[src/rtl/neopixel_msg_fifo_pkg.sv]
// Shared NeoPixel message definitions: message type encodings, color and
// entry widths, and the packed layout of one queued message.
package neopixel_msg_fifo_pkg;

  localparam int COLOR_W = 24;
  localparam int ENTRY_W = COLOR_W + 1;

  // Message type: a color word to shift out, or a latch (reset) gap.
  localparam logic MSG_RESET = 1'b0;
  localparam logic MSG_RGB   = 1'b1;

  // One queued message, stored as {msg_typ, color}.
  typedef struct packed {
    logic               msg_typ;
    logic [COLOR_W-1:0] color;
  } entry_t;

endpackage

[src/rtl/neopixel_msg_ram.sv]
// Message storage: DEPTH x ENTRY_W, one synchronous write port and one
// asynchronous read port so the FIFO head is visible without read latency.
module neopixel_msg_ram
  import neopixel_msg_fifo_pkg::*;
#(
  parameter int DEPTH  = 16,
  parameter int ADDR_W = 4
) (
  input  logic               clk,
  input  logic               rst,
  input  logic               wr_en,
  input  logic [ADDR_W-1:0]  wr_addr,
  input  logic [ENTRY_W-1:0] wr_data,
  input  logic [ADDR_W-1:0]  rd_addr,
  output logic [ENTRY_W-1:0] rd_data
);

  logic [ENTRY_W-1:0] mem_q [DEPTH];

  // Write one entry per enabled edge; clear all entries on reset.
  // NOTE: the array is reset on purpose so the head outputs are zero (never X)
  // while the FIFO is empty after reset; this costs a reset on every storage flop.
  always_ff @(posedge clk or negedge rst) begin
    if (!rst) begin
      for (int i = 0; i < DEPTH; i++) mem_q[i] <= '0;
    end else if (wr_en) begin
      mem_q[wr_addr] <= wr_data;
    end
  end

  assign rd_data = mem_q[rd_addr];

endmodule

[src/rtl/neopixel_msg_fifo.sv]
// Show-ahead message FIFO between the host and the NeoPixel transmitter.
// Pops are generated on the rising edge of rd_next, so a strobe of any
// length consumes exactly one entry. Overflow/underflow are sticky flags.
module neopixel_msg_fifo
  import neopixel_msg_fifo_pkg::*;
#(
  parameter int DEPTH  = 16,
  parameter int ADDR_W = 4
) (
  input  logic               clk,
  input  logic               rst,
  input  logic               wr_en,
  input  logic [COLOR_W-1:0] wr_data,
  input  logic               wr_msgTyp,
  input  logic               flush,
  input  logic               rd_next,
  output logic               empty_flg,
  output logic [COLOR_W-1:0] neo_dIn,
  output logic               rgb_msgTyp,
  output logic               full_flg,
  output logic [ADDR_W:0]    level,
  output logic               ovf_err,
  output logic               udf_err
);

  localparam logic [ADDR_W:0] FULL_LEVEL = (ADDR_W + 1)'(DEPTH);

  logic [ADDR_W-1:0] wr_ptr_q, wr_ptr_d;
  logic [ADDR_W-1:0] rd_ptr_q, rd_ptr_d;
  logic [ADDR_W:0]   level_q, level_d;
  logic              ovf_q, ovf_d;
  logic              udf_q, udf_d;
  logic              rd_next_q, rd_next_d;
  logic              armed_q, armed_d;

  logic   is_empty, is_full, pop_req, do_push, do_pop, ram_we;
  entry_t wr_entry, head;

  assign is_empty = (level_q == '0);
  assign is_full  = (level_q == FULL_LEVEL);

  // armed_q is low only on the first edge after reset release, so an rd_next
  // already high at release is not mistaken for a fresh strobe.
  assign pop_req = rd_next & ~rd_next_q & armed_q;
  // A pop frees a slot in the same edge, so a full FIFO still accepts a push
  // that coincides with a pop.
  assign do_push = wr_en & (~is_full | pop_req);
  assign do_pop  = pop_req & ~is_empty;
  assign ram_we  = do_push & ~flush;

  assign wr_entry = '{msg_typ: wr_msgTyp, color: wr_data};

  // Next-state for pointers, level and sticky error flags; flush wins.
  // NOTE: every *_d gets its hold value first so no path leaves it unassigned
  // (an unassigned path in always_comb would infer a latch).
  always_comb begin
    wr_ptr_d  = wr_ptr_q;
    rd_ptr_d  = rd_ptr_q;
    level_d   = level_q;
    ovf_d     = ovf_q;
    udf_d     = udf_q;
    rd_next_d = rd_next;
    armed_d   = 1'b1;
    if (flush) begin
      wr_ptr_d = '0;
      rd_ptr_d = '0;
      level_d  = '0;
      ovf_d    = 1'b0;
      udf_d    = 1'b0;
    end else begin
      if (do_push) wr_ptr_d = wr_ptr_q + 1'b1;
      if (do_pop)  rd_ptr_d = rd_ptr_q + 1'b1;
      if (do_push && !do_pop)      level_d = level_q + 1'b1;
      else if (do_pop && !do_push) level_d = level_q - 1'b1;
      if (wr_en && is_full && !pop_req) ovf_d = 1'b1;
      if (pop_req && is_empty)          udf_d = 1'b1;
    end
  end

  // State registers.
  // NOTE: non-blocking assignments here so every flop samples the values from
  // before this edge, independent of statement order.
  always_ff @(posedge clk or negedge rst) begin
    if (!rst) begin
      wr_ptr_q  <= '0;
      rd_ptr_q  <= '0;
      level_q   <= '0;
      ovf_q     <= 1'b0;
      udf_q     <= 1'b0;
      rd_next_q <= 1'b0;
      armed_q   <= 1'b0;
    end else begin
      wr_ptr_q  <= wr_ptr_d;
      rd_ptr_q  <= rd_ptr_d;
      level_q   <= level_d;
      ovf_q     <= ovf_d;
      udf_q     <= udf_d;
      rd_next_q <= rd_next_d;
      armed_q   <= armed_d;
    end
  end

  neopixel_msg_ram #(
    .DEPTH  (DEPTH),
    .ADDR_W (ADDR_W)
  ) u_ram (
    .clk     (clk),
    .rst     (rst),
    .wr_en   (ram_we),
    .wr_addr (wr_ptr_q),
    .wr_data (wr_entry),
    .rd_addr (rd_ptr_q),
    .rd_data (head)
  );

  assign neo_dIn    = head.color;
  assign rgb_msgTyp = head.msg_typ;
  assign empty_flg  = is_empty;
  assign full_flg   = is_full;
  assign level      = level_q;
  assign ovf_err    = ovf_q;
  assign udf_err    = udf_q;

endmodule
[config.mk]
export PLATFORM = sky130hd
export DESIGN_NAME = neopixel_msg_fifo
export DESIGN_NICKNAME = d
export VERILOG_FILES = /design/src/rtl/neopixel_msg_fifo_pkg.sv /design/src/rtl/neopixel_msg_ram.sv /design/src/rtl/neopixel_msg_fifo.sv
export SDC_FILE = /design/constraint.sdc
export NUM_CORES = 1
export LEC_CHECK = 0
export BUFFER_PORTS_ARGS = -buffer_cell sky130_fd_sc_hd__clkbuf_2
export CAP_MARGIN = 20
export CORE_MARGIN = 5
export CORE_UTILIZATION = 50
export CTS_BUF_LIST = sky130_fd_sc_hd__clkbuf_8 sky130_fd_sc_hd__clkbuf_16
export CTS_CLUSTER_SIZE = 24
export DETAILED_ROUTE_END_ITERATION = 6
export GPL_ROUTABILITY_DRIVEN = 0
export MAX_ROUTING_LAYER = met4
export PLACE_DENSITY = 0.75
export SYNTH_ARGS = -nofsm -noshare
export SYNTH_HDL_FRONTEND = slang
export SYNTH_SLANG_ARGS = --single-unit
[constraint.sdc]
create_clock -name clk -period 4.7 [get_ports clk]
set_input_delay 0.94 -clock clk [delete_from_list [all_inputs] [get_ports clk]]
set_output_delay 0.94 -clock clk [all_outputs]
set_load 0.03 [all_outputs]
==> metrics.cfg <==
[global_route]
grt_use_total_pct=21.4
grt_pass1_wl_um=67400
grt_start_max_net_pins=119
antenna_found_initial=3
overflow=0
grt_pass1_vias=11300

[floorplan]
die_w_um=205
chipHeight_um=205
start_util_pct=50.6
dieArea_um2=42000
ios=64
core_um2=37600
num_rows=71

[hold_path]
hp-class=in -> async

[drt]
detail-route-antenna-nets=0
routed_wl_um=41900
routed_via_density=5.94
drc=0
drt_iter0_markers=625
via_count=10300
routedWlPerCell_um=24.2
first_pass_iters=4

[setup_path]
critPathLaunchType=register
cp-end-kind=output pin
crit_fanout=38
crit_chain=buf_12 -> mux4_2 -> mux4_2 -> clkbuf_2
cp_common_cell=mux4_2
critPathSlowestCell=dfrtp_4
path_buf_inv=2
crit_family=multiplexers
cp.required_ns=3.76
slowest_delay_ns=0.73
criticalPathCategory=reg -> out
arrival_ns=2.99

[power]
p_leak_nw=9.79
clockPowerShare_pct=36.6
powerDensity_nw_per_um2=439
seq_power_share_pct=45.9
combPwrFrac_pct=17.5
design_power_total_mw=9.33
ir_drop_mv=0.310
sw_frac_of_total_pct=26.2
p_int_mw=6.88
switchingPower_mw=2.44

[synthesis]
synth-async-reset-ratio_pct=100
synth_cell_types=45
syn-num-nets=1195
synth.top_cells.by_count=417 x dfrtp_1, 401 x mux2_2, 125 x mux4_2, 55 x clkbuf_1, 26 x buf_2
seq_area_frac_synth_pct=54.9
syn_area_per_cell_um2=16.5
synthTopCellsByArea=dfrtp_1 55%, mux2_2 24%, mux4_2 15%
synth_edf_count=0
synthMuxAreaShare_pct=38.7
yosys.area.top_type=dfrtp_1
synth.most_common_cell=dfrtp_1
synth_top_family_by_area=multiplexers
yosysWarnings=0
synth_top_area_share_pct=54.9
synth_simple_gate_area_share_pct=1.56
synthAdderAreaFrac_pct=0.697
synth_area_um2=19000
synth_flop_cell=dfrtp_1
ys_ff_latch=417
synth-compound-area-share_pct=1.22
synth_xor_area_share_pct=0.230
synth_cells=1155

[sta]
fin_crit_sh_pct=83.7
hold_viol=0
setup_violations=0
drv_slew=0
slew_headroom_pct=27.1
tightestPinTransition_ns=1.09
fmax_mhz=254
fin_setup_tns_ns=0
min_period_ns=3.93
rsz0062_at_grt=false
finClkSkew_ns=0.0115

[place]
placed_cell_area_um2=19800
dp.cells=1651
dp_hpwl_um=23300
io_buffers=63

[cells_and_area]
final_cells=1731
fin_nets=1225
drive_gt1_share_pct=57.5
fill_cells=2938
fin_area_um2=21300
areaGrowthSynthToFinish_pct=11.7

[clocking]
clock_path_buffers=3
cts_resized=0
clkLatencyLatePin_ns=0.55
cts_setup_buffers=0
clkSinkCount=417
htreeDepth=2
clk_pin_slew_ns=0.06
cts_tree=yes
cts_made_buffers=43
cts_root_buf=clkbuf_16
cts_hold_buf=0

[flow_run]
drv_cap=0

[outcome]
status=finished clean

[final timing paths]
path	from	end	slack, ns	cells after the start
setup / recovery	rd_ptr_q[0]	neo_dIn[20]	0.77	4
max in group asynchronous	rst	u_ram.mem_q[321]	3.11	2
setup reg to reg	level[1]	level[4]	1.24	8
min in group clk	u_ram.mem_q[42]	u_ram.mem_q[42]	0.50	1
hold / removal	rst	u_ram.mem_q[379]	0.46	1
hold reg to reg	u_ram.mem_q[42]	u_ram.mem_q[42]	0.50	1
[cell families after synthesis]
group	after synthesis
AND/OR/NAND/NOR	53
adder cells (fa/ha/maj)	10
flip-flops	417
multiplexers	529
XOR/XNOR	5
other	1
AO/OA/AOI/OAI	31
buffers and inverters	109
[power groups by stage]
stage,Sequential [mW],Clock [mW],Combinational (mW)
detailed placement,4.34,0,1.65
floorplan,4.27,0,1.23
global route,4.33,3.63,1.77
finish,4.28,3.41,1.63
CTS,4.28,3.49,1.66
global placement,4.31,0,1.62
[placed cells by master (no fill, tap or decap), types with 6 or more instances in the layout]
master     instances
a21oi_1            7
buf_4             19
clkbuf_16         45
clkbuf_2          62
clkbuf_8           9
clkinv_2           7
dfrtp_1          413
ha_1               9
inv_1             19
mux2_2           401
mux4_2           125
nand2_1            8
nand3_1            6
nor2_1            12
[metal layers]
metal	wire [um]	up-vias	global-route usage, %
met2	20700	210	33.8
met1	18500	5629	29.6
met5	0	-	-
li1	-	4386	-
met4	814	0	5.12
met3	1800	63	3.48
[through the flow]
stage	util (%)	worst slack (ns)	hold WS (ns)
final	56.6	0.766	0.457
after floorplan	-	1.12	0.475
after CTS	56.5	0.689	0.502
after global routing	56.6	0.619	0.508
after global placement	52.7	0.972	0.477
after detailed placement	52.7	0.833	0.490
[final cells by class]
class                           count  area (um^2)  share of cell area [%]
Clock buffer                       54         1250                    5.88
Clock inverter                     23          178                   0.836
Sequential cell                   417        10400                    49.2
Tap cell                          511          639                    3.01
Multi-Input combinational cell    629         8140                    38.3
Timing Repair Buffer               87          568                    2.67
Antenna cell                        3         7.51                  0.0353
Inverter                            7         26.3                   0.124
[sequential cells by signal (all words and copies together), names as in the netlist]
signal / cells
u_ram.mem_q: 400
rd_ptr_q: 4
wr_ptr_q: 4
level: 5
armed_q: 1
udf_err: 1
ovf_err: 1
rd_next_q: 1
Note: power is estimated with default switching activity, not from simulation.
